==> src/rtl/pwm_trip_guard.sv <==
// Output protection stage for complementary PWM pairs: filtered fault and
// shoot-through detection force every pair to programmable safe levels until cleared.
module pwm_trip_guard #(
    parameter int unsigned PWM_WIDTH  = 8,
    parameter int unsigned FLT_WIDTH  = 4,
    parameter int unsigned FILT_WIDTH = 8
) (
    input  logic                  clk,
    input  logic                  reset,
    input  logic                  pwm_onoff,
    input  logic [PWM_WIDTH-1:0]  pwmin_A_x,
    input  logic [PWM_WIDTH-1:0]  pwmin_B_x,
    input  logic [FLT_WIDTH-1:0]  fault_in,
    input  logic [FLT_WIDTH-1:0]  fault_en,
    input  logic [FILT_WIDTH-1:0] fault_filt,
    input  logic                  st_en,
    input  logic [PWM_WIDTH-1:0]  safe_A_x,
    input  logic [PWM_WIDTH-1:0]  safe_B_x,
    input  logic                  trip_clear,
    output logic [PWM_WIDTH-1:0]  pwmout_A_x,
    output logic [PWM_WIDTH-1:0]  pwmout_B_x,
    output logic                  trip,
    output logic [FLT_WIDTH:0]    trip_cause,
    output logic                  fault_interrupt
);

    typedef enum logic [1:0] {
        IDLE    = 2'd0,
        RUN     = 2'd1,
        TRIPPED = 2'd2
    } state_t;

    state_t                state_q, state_d;
    logic [FILT_WIDTH-1:0] cnt_q [FLT_WIDTH];
    logic [FILT_WIDTH-1:0] cnt_d [FLT_WIDTH];
    logic [PWM_WIDTH-1:0]  pwm_a_q, pwm_a_d;
    logic [PWM_WIDTH-1:0]  pwm_b_q, pwm_b_d;
    logic                  trip_q, trip_d;
    logic [FLT_WIDTH:0]    cause_q, cause_d;
    logic                  irq_q, irq_d;

    logic [FLT_WIDTH-1:0]  fault_act;
    logic [FLT_WIDTH-1:0]  qual;
    logic                  cnt_all_zero;
    logic                  st;
    logic                  trip_evt;

    // Per-line persistence filter: qualifies after fault_filt+1 consecutive high cycles.
    always_comb begin
        fault_act    = fault_in & fault_en;
        qual         = '0;
        cnt_all_zero = 1'b1;
        for (int j = 0; j < int'(FLT_WIDTH); j++) begin
            cnt_d[j] = '0;
            if (cnt_q[j] != '0) begin
                cnt_all_zero = 1'b0;
            end
            if (fault_act[j]) begin
                qual[j]  = (cnt_q[j] == fault_filt);
                cnt_d[j] = (cnt_q[j] < fault_filt) ? cnt_q[j] + FILT_WIDTH'(1) : fault_filt;
            end
        end
    end

    assign st       = st_en & (|(pwmin_A_x & pwmin_B_x));
    assign trip_evt = (|qual) | st;

    // Next state and registered outputs; safe levels are the default output.
    always_comb begin
        state_d = state_q;
        pwm_a_d = safe_A_x;
        pwm_b_d = safe_B_x;
        cause_d = cause_q;
        case (state_q)
            IDLE: begin
                if (trip_evt) begin
                    state_d = TRIPPED;
                end else if (pwm_onoff) begin
                    state_d = RUN;
                end
            end
            RUN: begin
                if (trip_evt) begin
                    state_d = TRIPPED;
                end else if (!pwm_onoff) begin
                    state_d = IDLE;
                end else begin
                    pwm_a_d = pwmin_A_x;
                    pwm_b_d = pwmin_B_x;
                end
            end
            TRIPPED: begin
                if (trip_clear && !trip_evt && cnt_all_zero) begin
                    state_d = IDLE;
                    cause_d = '0;
                end
            end
            default: state_d = IDLE;
        endcase
        if (trip_evt) begin
            cause_d = cause_q | {st, qual};
        end
        trip_d = (state_d == TRIPPED);
        irq_d  = (state_d == TRIPPED) && (state_q != TRIPPED);
    end

    always_ff @(posedge clk or negedge reset) begin
        if (!reset) begin
            state_q <= IDLE;
            pwm_a_q <= '0;
            pwm_b_q <= '0;
            trip_q  <= 1'b0;
            cause_q <= '0;
            irq_q   <= 1'b0;
            for (int j = 0; j < int'(FLT_WIDTH); j++) begin
                cnt_q[j] <= '0;
            end
        end else begin
            state_q <= state_d;
            pwm_a_q <= pwm_a_d;
            pwm_b_q <= pwm_b_d;
            trip_q  <= trip_d;
            cause_q <= cause_d;
            irq_q   <= irq_d;
            for (int j = 0; j < int'(FLT_WIDTH); j++) begin
                cnt_q[j] <= cnt_d[j];
            end
        end
    end

    assign pwmout_A_x      = pwm_a_q;
    assign pwmout_B_x      = pwm_b_q;
    assign trip            = trip_q;
    assign trip_cause      = cause_q;
    assign fault_interrupt = irq_q;

endmodule

==> config.mk <==
export PLATFORM = sky130hd
export DESIGN_NAME = pwm_trip_guard
export DESIGN_NICKNAME = d
export VERILOG_FILES = /design/src/rtl/pwm_trip_guard.sv
export SDC_FILE = /design/constraint.sdc
export NUM_CORES = 1
export LEC_CHECK = 0
export BUFFER_PORTS_ARGS = -buffer_cell sky130_fd_sc_hd__buf_2
export CAP_MARGIN = 20
export CORE_MARGIN = 10
export CORE_UTILIZATION = 30
export CTS_BUF_LIST = sky130_fd_sc_hd__clkbuf_8 sky130_fd_sc_hd__clkbuf_16
export DETAILED_ROUTE_END_ITERATION = 8
export SYNTH_ARGS = -nofsm -noshare
export SYNTH_HDL_FRONTEND = slang
export SYNTH_SLANG_ARGS = --single-unit
==> constraint.sdc <==
create_clock -name clk -period 2.4 [get_ports clk]
set_input_delay 0.24 -clock clk [delete_from_list [all_inputs] [get_ports clk]]
set_output_delay 0.24 -clock clk [all_outputs]
set_load 0.05 [all_outputs]
==> results.txt, run 1 <==
Initial cell density of the core - 0.311
CTS Buf Count - 9
Total number of yosys warnings - 0
WL met1 - 4130 um
Setup WS pre-CTS - 183 ps
CTS Sinks - 57
Top Ports - 76
Layout cells sized above 1 - 0.279
Crit path DAT - 2410 ps
CTS tree - yes
Register-to-Register Setup Slack - 200 ps
PwrDens - 614 mW/mm2
Chip Width - 129 um
HPWL Detailed - 8270 um
Worst-skew pair later-pin latency - 330 ps
Synthesized area - 0.00360 mm2
Final number of hold-violating endpoints - 0
Core Region - 0.0116 mm2
Largest net degree at the start of global routing - 30
Postcts setup bufs - 0
Nature of the critical path startpoint - register
Unrepaired setup endpoints after global routing - no
HP Class - input pin to register
First-pass GRT wire length - 17200 um
Worst setup margin - 203 ps
Placer congestion estimate - 0.857
I/O Buffers - 75
Endpoints failing setup - 0
Tmin final - 2200 ps
Req. time, crit path - 2610 ps
Net Count, Synth - 441
DRC Markers - 0
Register bit count reported by yosys - 57
Worst Setup End Kind - register
Max VDD drop - 0.000325 V
EDFF count, synth - 0
Post-synthesis sequential area ratio - 0.397
Wire length on met2 - 5870 um
Vias - 3168
Synth Flop Type - dfrtp_1
Routed len/inst - 18.6 um
Die area - 0.0168 mm2
Max Fclk - 0.455 GHz
Final Max Slew Viols - 0
Top cell type's share of synthesized area - 0.397
Vias per cell - 5.40
Hold buffers post-CTS - 1
Synth area leader - dfrtp_1
Iteration-0 DRC Markers - 115
Max cap viols - 0
Total track usage - 0.131
Initial antenna violation count - 0
Async SR Flop Fraction - 1.00
Leakage power - 2.16 nW
Max-slew headroom - 0.557
Syn avg cell area - 10.3 um2
Outcome - finished clean
Commonest non-fill, non-tap cell in the layout - buf_2
Post-synthesis cell count - 348
Worst-path clk slew - 60 ps
Initial DRT Pass Iterations - 4
Antenna Diode Count - 0
Final ANT Viol Nets - 0
Distinct cells, synth - 35
Clock skew - 7.18 ps
Clock tree buffer depth - 2
Area Overhead vs Synth - 26.7%
Total power - 0.00280 W
Final TNS setup - 0 ps
Max Used Layer - met4
Top cells by area, synth - dfrtp_1, ha_1, a21oi_1
Worst Setup Path Type - register to register
GRT overflow - 0
Vias in the first global route - 3283
Max H-tree Level - 3
Row cnt - 39
Slew @ Worst Pin - 665 ps
Most frequent cells in the layout - buf_2, dfrtp_1, a21oi_1, ha_1, a311oi_1
# resized after CTS - 0
Chip Height - 129 um
Final nets - 532
Final WL - 10900 um
Met3 wire len - 561 um
Final period util - 0.915
Worst-path maximum fanout - 16
Root Driver - clkbuf_16
worst paths after layout:
| path | endpoint | from | cells past startpoint |
|---|---|---|---|
| min in group asynchronous | pwmout_B_x[5] | reset | 2 |
| worst min-delay path | pwmout_B_x[5] | safe_B_x[5] | 2 |
| max in group asynchronous | cnt_q[22] | reset | 3 |
| worst max-delay path | pwmout_B_x[3] | cnt_q[13] | 7 |
| worst min register to register | trip_cause[3] | trip_cause[3] | 1 |
| worst max register to register | pwmout_B_x[3] | cnt_q[13] | 7 |
final cells by class:
| type | count | area, um2 |
|---|---|---|
| clock buffer | 9 | 225 |
| clock inverter | 7 | 95.1 |
| fill | 1091 | 7010 |
| inverter | 17 | 63.8 |
| multi-input combinational | 265 | 2060 |
| sequential | 57 | 1430 |
| tap | 143 | 179 |
| timing repair buffer | 89 | 508 |
flip-flops by register name (all words and copies together) (netlist names):
register,count
pwmout_B_x,8
trip,1
pwmout_A_x,8
cnt_q,32
trip_cause,5
fault_interrupt,1
state_q,2
per-layer routing:
layer / vias up / GRT usage
met5: - / 0
met4: 0 / 0.0648
met3: 28 / 0.0302
met2: 76 / 0.229
met1: 1552 / 0.147
li1: 1512 / -
cell families (layout without fill, tap and decap cells):
logic type | Yosys count | after routing | share of synthesized area
compound gates | 109 | 109 | 0.195
simple gates | 76 | 76 | 0.120
flops | 57 | 57 | 0.397
fa+ha+maj | 40 | 40 | 0.139
buf+inv | 26 | 122 | 0.0306
xor+xnor | 24 | 24 | 0.0585
mux | 16 | 16 | 0.0605
report_power, final:
part	internal, W	switching [W]
logic	0.000138	0.000256
registers	0.00100	0.0000232
clock network	0.000907	0.000475
total	0.00204	0.000754
critical path, cell delays in order (launching register included):
cell and delay, ps:
dfrtp_1 450, ha_1 330, nand4_1 140, nor3_1 390, nor4_2 130, nand2_2 100, buf_12 160, mux2_2 350
cell usage after synthesis, types with 3 or more instances:
cell type  number
and3_1          9
a21o_1          8
nand3_1        15
inv_1          17
nor4_1          5
nand2_1        10
nor2b_1         4
o211ai_1        4
nand2_2         3
nand4_1        10
o21ai_0        12
ha_1           40
xor2_1          8
nor2_1          6
dfrtp_1        57
o21a_1          5
buf_2           4
a311oi_1       25
mux2_2          6
a21oi_1        48
nor3_1          7
a22oi_1         6
xnor2_1        16
buf_1           3
mux2_4         10
through the flow:
stage / util / instance area [um2] / std cells / hold WS [ps]
after floorplan: - / 3600 / 348 / -55.6
after global placement: 0.365 / 4230 / 570 / 311
after detailed placement: 0.365 / 4230 / 570 / 308
after CTS: 0.394 / 4560 / 587 / 129
after global routing: 0.394 / 4560 / 587 / 129
final: 0.394 / 4560 / 587 / 135
Power figures use the tool's default switching activity.
==> inputs of run 2 (changes only) <==
Clock period 2.4 ns to 2.2 ns, I/O delays scaled along.
==> run 2 against run 1 <==
  * Sequential cell count did not move
  * Cell area rose by 3.8%
  * Critical path depth did not move
  * Worst hold slack got worse by 17 ps
  * Register-to-register slack got worse by 100 ps
  * Clock-buffer cell count rose by 1
  * Total power rose by 5.4%
  * Largest cell class unchanged
==> results.txt, run 2 (synthesis results as in run 1) <==
Outcome - finished clean
Max-slew headroom - 0.587 (+0.0303)
Worst-path clk slew - 50 ps (about the same)
Final number of hold-violating endpoints - 0 (unchanged)
Core Region - 0.0116 mm2 (unchanged)
Routing usage on met3 - 0.0281 (-0.00204)
Layout cells sized above 1 - 0.319 (+0.0398)
Chip Width - 129 um (unchanged)
Clock share of power - 0.472 (-0.022)
Final period util - 0.953 (+0.0382)
Total power - 0.00295 W (+5.4%)
CP startpoint - cnt_q[14]
Row cnt - 39 (unchanged)
Chip Height - 129 um (unchanged)
GR Layer Usage met2 - 0.247 (+0.0175)
Max H-tree Level - 3 (unchanged)
Gr busiest metal - met2
Worst-path maximum fanout - 16 (unchanged)
CTS tree - yes
GR Util met1 - 0.148 (+0.00115)
Iteration-0 DRC Markers - 167 (+45%)
First-pass GRT wire length - 17900 um (+4.2%)
HPWL Detailed - 8610 um (+4.2%)
DRC Markers - 0 (unchanged)
Hold Startpoint - safe_B_x[5]
Largest net degree at the start of global routing - 34 (+13%)
Max cap viols - 0 (unchanged)
Clock tree buffer depth - 2 (unchanged)
Vias - 3213 (+1.4%)
Most frequent cells in the layout - buf_2, dfrtp_1, a21oi_1, ha_1, buf_4
Worst-skew pair later-pin latency - 330 ps (about the same)
Final WL - 11300 um (+3.3%)
Final ANT Viol Nets - 0 (unchanged)
Nature of the critical path startpoint - register
Die area - 0.0168 mm2 (unchanged)
Final Max Slew Viols - 0 (unchanged)
Worst Setup Path Type - register to register
Critical R2R Launch - cnt_q[14]
Endpoints failing setup - 0 (unchanged)
I/O Buffers - 75 (unchanged)
Total track usage - 0.138 (+0.00689)
Worst Setup End Kind - register
Slew @ Worst Pin - 620 ps (-45.5 ps)
Clock skew - 4.80 ps (-2.39 ps)
Routed len/inst - 18.5 um (-0.64%)
Initial antenna violation count - 0 (unchanged)
Vias in the first global route - 3557 (+8.3%)
Placer congestion estimate - 0.840 (-2.0%)
Vias per cell - 5.27 (-2.4%)
Fill cell count - 1102 (+1.0%)
Max VDD drop - 0.000316 V (-2.9%)
Initial DRT Pass Iterations - 4 (unchanged)
CTS Buf Count - 9 (unchanged)
Req. time, crit path - 2410 ps (-200 ps)
Commonest non-fill, non-tap cell in the layout - buf_2
Max Fclk - 0.477 GHz (+4.7%)
Leakage power - 2.27 nW (+5.0%)
Unrepaired setup endpoints after global routing - no
Sequential share of power - 0.379 (+0.013)
Final nets - 555 (+4.3%)
Tmin final - 2100 ps (-98.9 ps)
Top Ports - 76 (unchanged)
Antenna Diode Count - 0 (unchanged)
Largest register FFs - 32 (unchanged)
Comb power frac - 0.149 (+0.008)
Power Internal - 0.00214 W (+4.8%)
Sw frac - 0.274 (+0.00412)
Final Util - 0.409 (+0.0150)
PwrDens - 624 mW/mm2 (+1.6%)
Largest Register - cnt_q
CTS Sinks - 57 (unchanged)
GRT overflow - 0 (unchanged)
Initial cell density of the core - 0.311 (unchanged)
Area Overhead vs Synth - 31.6%
HP Class - input pin to register
Postcts setup bufs - 0 (unchanged)
Net Sw Power - 0.000807 W (+7.1%)
Crit path DAT - 2310 ps (-100 ps)
Root Driver - clkbuf_16
run 2: path summary, 6_finish.rpt:
check | depth (start not counted) | to | slack (ps)
worst max-delay path | 7 | pwmout_A_x[7] | 100
worst min register to register | 1 | trip_cause[1] | 480
min in group asynchronous | 2 | pwmout_B_x[4] | 430
max in group asynchronous | 3 | cnt_q[2] | 1160
worst max register to register | 7 | pwmout_A_x[7] | 100
worst min-delay path | 2 | pwmout_B_x[5] | 120
run 2: critical path, cell delays in order, from the launching register on:
cell and delay (ps):
dfrtp_1 430, ha_1 310, nand4_1 140, nor3_2 360, nor4_4 110, nand2_2 90
buf_12 170, mux2_2 350
run 2: metrics by stage:
step                cells  setup TNS [ps]  hold slack (ps)  cell area [um2]  setup slack [ps]
global route          610               0              106             4730              9.28
finish                610               0              117             4730               102
global placement      593               0              262             4400              46.2
detailed placement    593           -1.85              264             4400             -1.85
floorplan             348               0            -75.6             3600               191
CTS                   610               0              109             4710              51.8
run 2: routing by layer:
layer	vias to the layer above	share of wire
met5	-	0
met4	0	0.035
met3	28	0.032
met2	61	0.54
met1	1567	0.39
li1	1557	-
run 2: final cells by class:
cell class,instances,area (um2),area share
clock inverter,6,58.8,0.0124
timing repair buffer,112,681,0.144
inverter,17,63.8,0.0135
clock buffer,10,239,0.0505
tap,143,179,0.0378
sequential,57,1430,0.302
multi-input combinational,265,2080,0.440
run 2: repair_timing:
item	4_1_cts	5_1_grt
hold buffers	1	0
endpoints found under the hold margin	24	0
setup endpoints to repair	0	16
resized for setup	0	4
run 2: power by group through the flow:
stage               Combinational (W)  Clock, W  Sequential, W
detailed placement           0.000440         0        0.00114
global placement             0.000430         0        0.00113
floorplan                    0.000144         0        0.00123
finish                       0.000439   0.00139        0.00112
CTS                          0.000443   0.00142        0.00112
global route                 0.000480   0.00148        0.00112
==> inputs of run 3 (changes only) <==
Settings changed: GPL_TIMING_DRIVEN set to 0, REMOVE_ABC_BUFFERS set to 1.
==> run 3 against run 2 <==
  * Sequential cell count unchanged
  * Maximum frequency down 0.26%
  * Worst setup slack worse by 5.4 ps
  * Largest power group unchanged
  * Highest routed layer unchanged
==> results.txt, run 3 (synthesis results as in run 1) <==
Placer congestion estimate - 0.841 (+0.14%)
Core Region - 0.0116 mm2 (unchanged)
Final Max Slew Viols - 0 (unchanged)
DRC Markers - 0 (unchanged)
Critical Path Slowest Stage Cell - dfrtp_1
Iteration-0 DRC Markers - 113 (-32%)
Worst r2r path cells - 7 (unchanged)
Setup WS pre-CTS - -434 ps (-432 ps)
Worst-path clk slew - 60 ps (about the same)
Max-slew headroom - 0.601 (+0.0145)
Nature of the critical path startpoint - register
Largest net degree at the start of global routing - 34 (unchanged)
Initial DRT Pass Iterations - 4 (unchanged)
Chip Height - 129 um (unchanged)
Top Ports - 76 (unchanged)
CTS tree - yes
Final WL - 10600 um (-6.1%)
Worst setup margin - 96.9 ps (-5.39 ps)
Slew @ Worst Pin - 598 ps (-21.8 ps)
Commonest non-fill, non-tap cell in the layout - buf_2
Critical path cell sequence - ha_1, nand4_1, nor3_2, nor4_4, buf_4, nand2_8, mux2_2
CP startpoint - cnt_q[2]
Final number of hold-violating endpoints - 0 (unchanged)
Worst Hold End - pwmout_A_x[4]
Most frequent cells in the layout - buf_2, dfrtp_1, a21oi_1, ha_1, a311oi_1
Total track usage - 0.125 (-0.0125)
Worst Path Buf+Inv - 1 (unchanged)
Final Util - 0.392 (-0.0173)
Die area - 0.0168 mm2 (unchanged)
Final period util - 0.956 (+0.00245)
HP Class - input pin to register
HPWL Detailed - 7970 um (-7.4%)
Chip Width - 129 um (unchanged)
Largest register FFs - 32 (unchanged)
Fill cell count - 1147 (+4.1%)
Vias in the first global route - 3166 (-11%)
Req. time, crit path - 2410 ps (about the same)
Final nets - 522 (-5.9%)
Endpoints failing setup - 0 (unchanged)
Critical R2R Launch - cnt_q[2]
CTS Sinks - 57 (unchanged)
Initial antenna violation count - 0 (unchanged)
Worst-path maximum fanout - 16 (unchanged)
Root Driver - clkbuf_16
Crit path DAT - 2320 ps (about the same)
Initial cell density of the core - 0.311 (unchanged)
Antenna Diode Count - 0 (unchanged)
Vias per cell - 5.33 (+1.2%)
I/O Buffers - 75 (unchanged)
Max H-tree Level - 3 (unchanged)
Register Area - 0.00143 mm2 (unchanged)
CP max stage delay - 440 ps (about the same)
Vias - 3077 (-4.2%)
Final ANT Viol Nets - 0 (unchanged)
First-pass GRT wire length - 16400 um (-8.0%)
CP delay by family, top - simple AND/OR/NAND/NOR gates
Max Fclk - 0.475 GHz (-0.26%)
Area of the multi-input gates - 0.00213 mm2 (+2.5%)
Leakage power - 2.11 nW (-6.8%)
Outcome - finished clean
Hold Startpoint - safe_A_x[4]
PwrDens - 653 mW/mm2 (+4.7%)
Worst R2R End - pwmout_B_x[2]
Area Overhead vs Synth - 26.0%
Max VDD drop - 0.000354 V (+12%)
Hold path depth - 2 (unchanged)
Unrepaired setup endpoints after global routing - no
CTS Buf Count - 9 (unchanged)
Worst-skew pair later-pin latency - 330 ps (about the same)
Row cnt - 39 (unchanged)
Max cap viols - 0 (unchanged)
Layout cells sized above 1 - 0.279 (-0.0403)
Register-to-Register Setup Slack - 100 ps (about the same)
Final TNS setup - 0 ps (unchanged)
Clock tree buffer depth - 2 (unchanged)
Worst Setup Path Type - register to register
Largest Register - cnt_q
Routed len/inst - 18.3 um (-0.73%)
GRT overflow - 0 (unchanged)
Tmin final - 2100 ps (+5.40 ps)
Worst Setup End Kind - register
Clock skew - 6.54 ps (+1.74 ps)
run 3: cell count changes in the layout (fill, tap and decap cells not counted), sizes merged:
cell	change
buf	-33
clkinv	+1
inv	-1
run 3: repair_timing:
action	in CTS	in global routing
hold buffers	1	0
resized for setup	5	6
setup buffers	0	2
pin swaps	0	7
setup endpoints to repair	16	24
endpoints found under the hold margin	24	0
run 3: how the worst max path moves through the flow:
stage | to | slack (ps) | cells past startpoint
after floorplan | pwmout_A_x[0] | 160 | 6
after global placement | pwmout_B_x[2] | -390 | 8
after detailed placement | pwmout_B_x[4] | -430 | 8
after CTS | pwmout_B_x[2] | 10 | 6
after global routing | pwmout_B_x[2] | 10 | 7
final | pwmout_B_x[2] | 100 | 7
run 3: routing by layer:
layer / global-route usage / vias up / wire (um)
met1: 0.160 / 1510 / 4420
met4: 0.0509 / 0 / 237
met5: 0 / - / 0
li1: - / 1490 / -
met3: 0.0249 / 18 / 439
met2: 0.204 / 59 / 5470
run 3: power breakdown:
part	switching (W)	internal (W)	total, W	leakage [nW]
clock network	0.000511	0.000908	0.00142	0.145
registers	0.0000269	0.00109	0.00112	0.742
logic	0.000281	0.000141	0.000423	1.23
total	0.000820	0.00214	0.00296	2.11
run 3: cell type report:
type,count,area share
multi-input combinational,265,0.471
timing repair buffer,79,0.0928
clock buffer,10,0.0527
tap,143,0.0395
clock inverter,6,0.0149
sequential,57,0.315
inverter,17,0.0141
run 3: per-stage QoR:
step | power (W) | hold slack (ps) | instance area (um2) | instances
floorplan | 0.00137 | -75.6 | 3550 | 339
global placement | 0.00153 | 451 | 4100 | 557
detailed placement | 0.00155 | 256 | 4120 | 558
CTS | 0.00298 | 111 | 4470 | 575
global route | 0.00309 | 115 | 4530 | 577
finish | 0.00296 | 119 | 4530 | 577
run 3: worst register-to-register path: cells and delay by family (launching register included):
family	cells	cell delay, ps
simple gates	4	670
flops	1	440
mux	1	370
fa+ha+maj	1	330
buf+inv	1	170
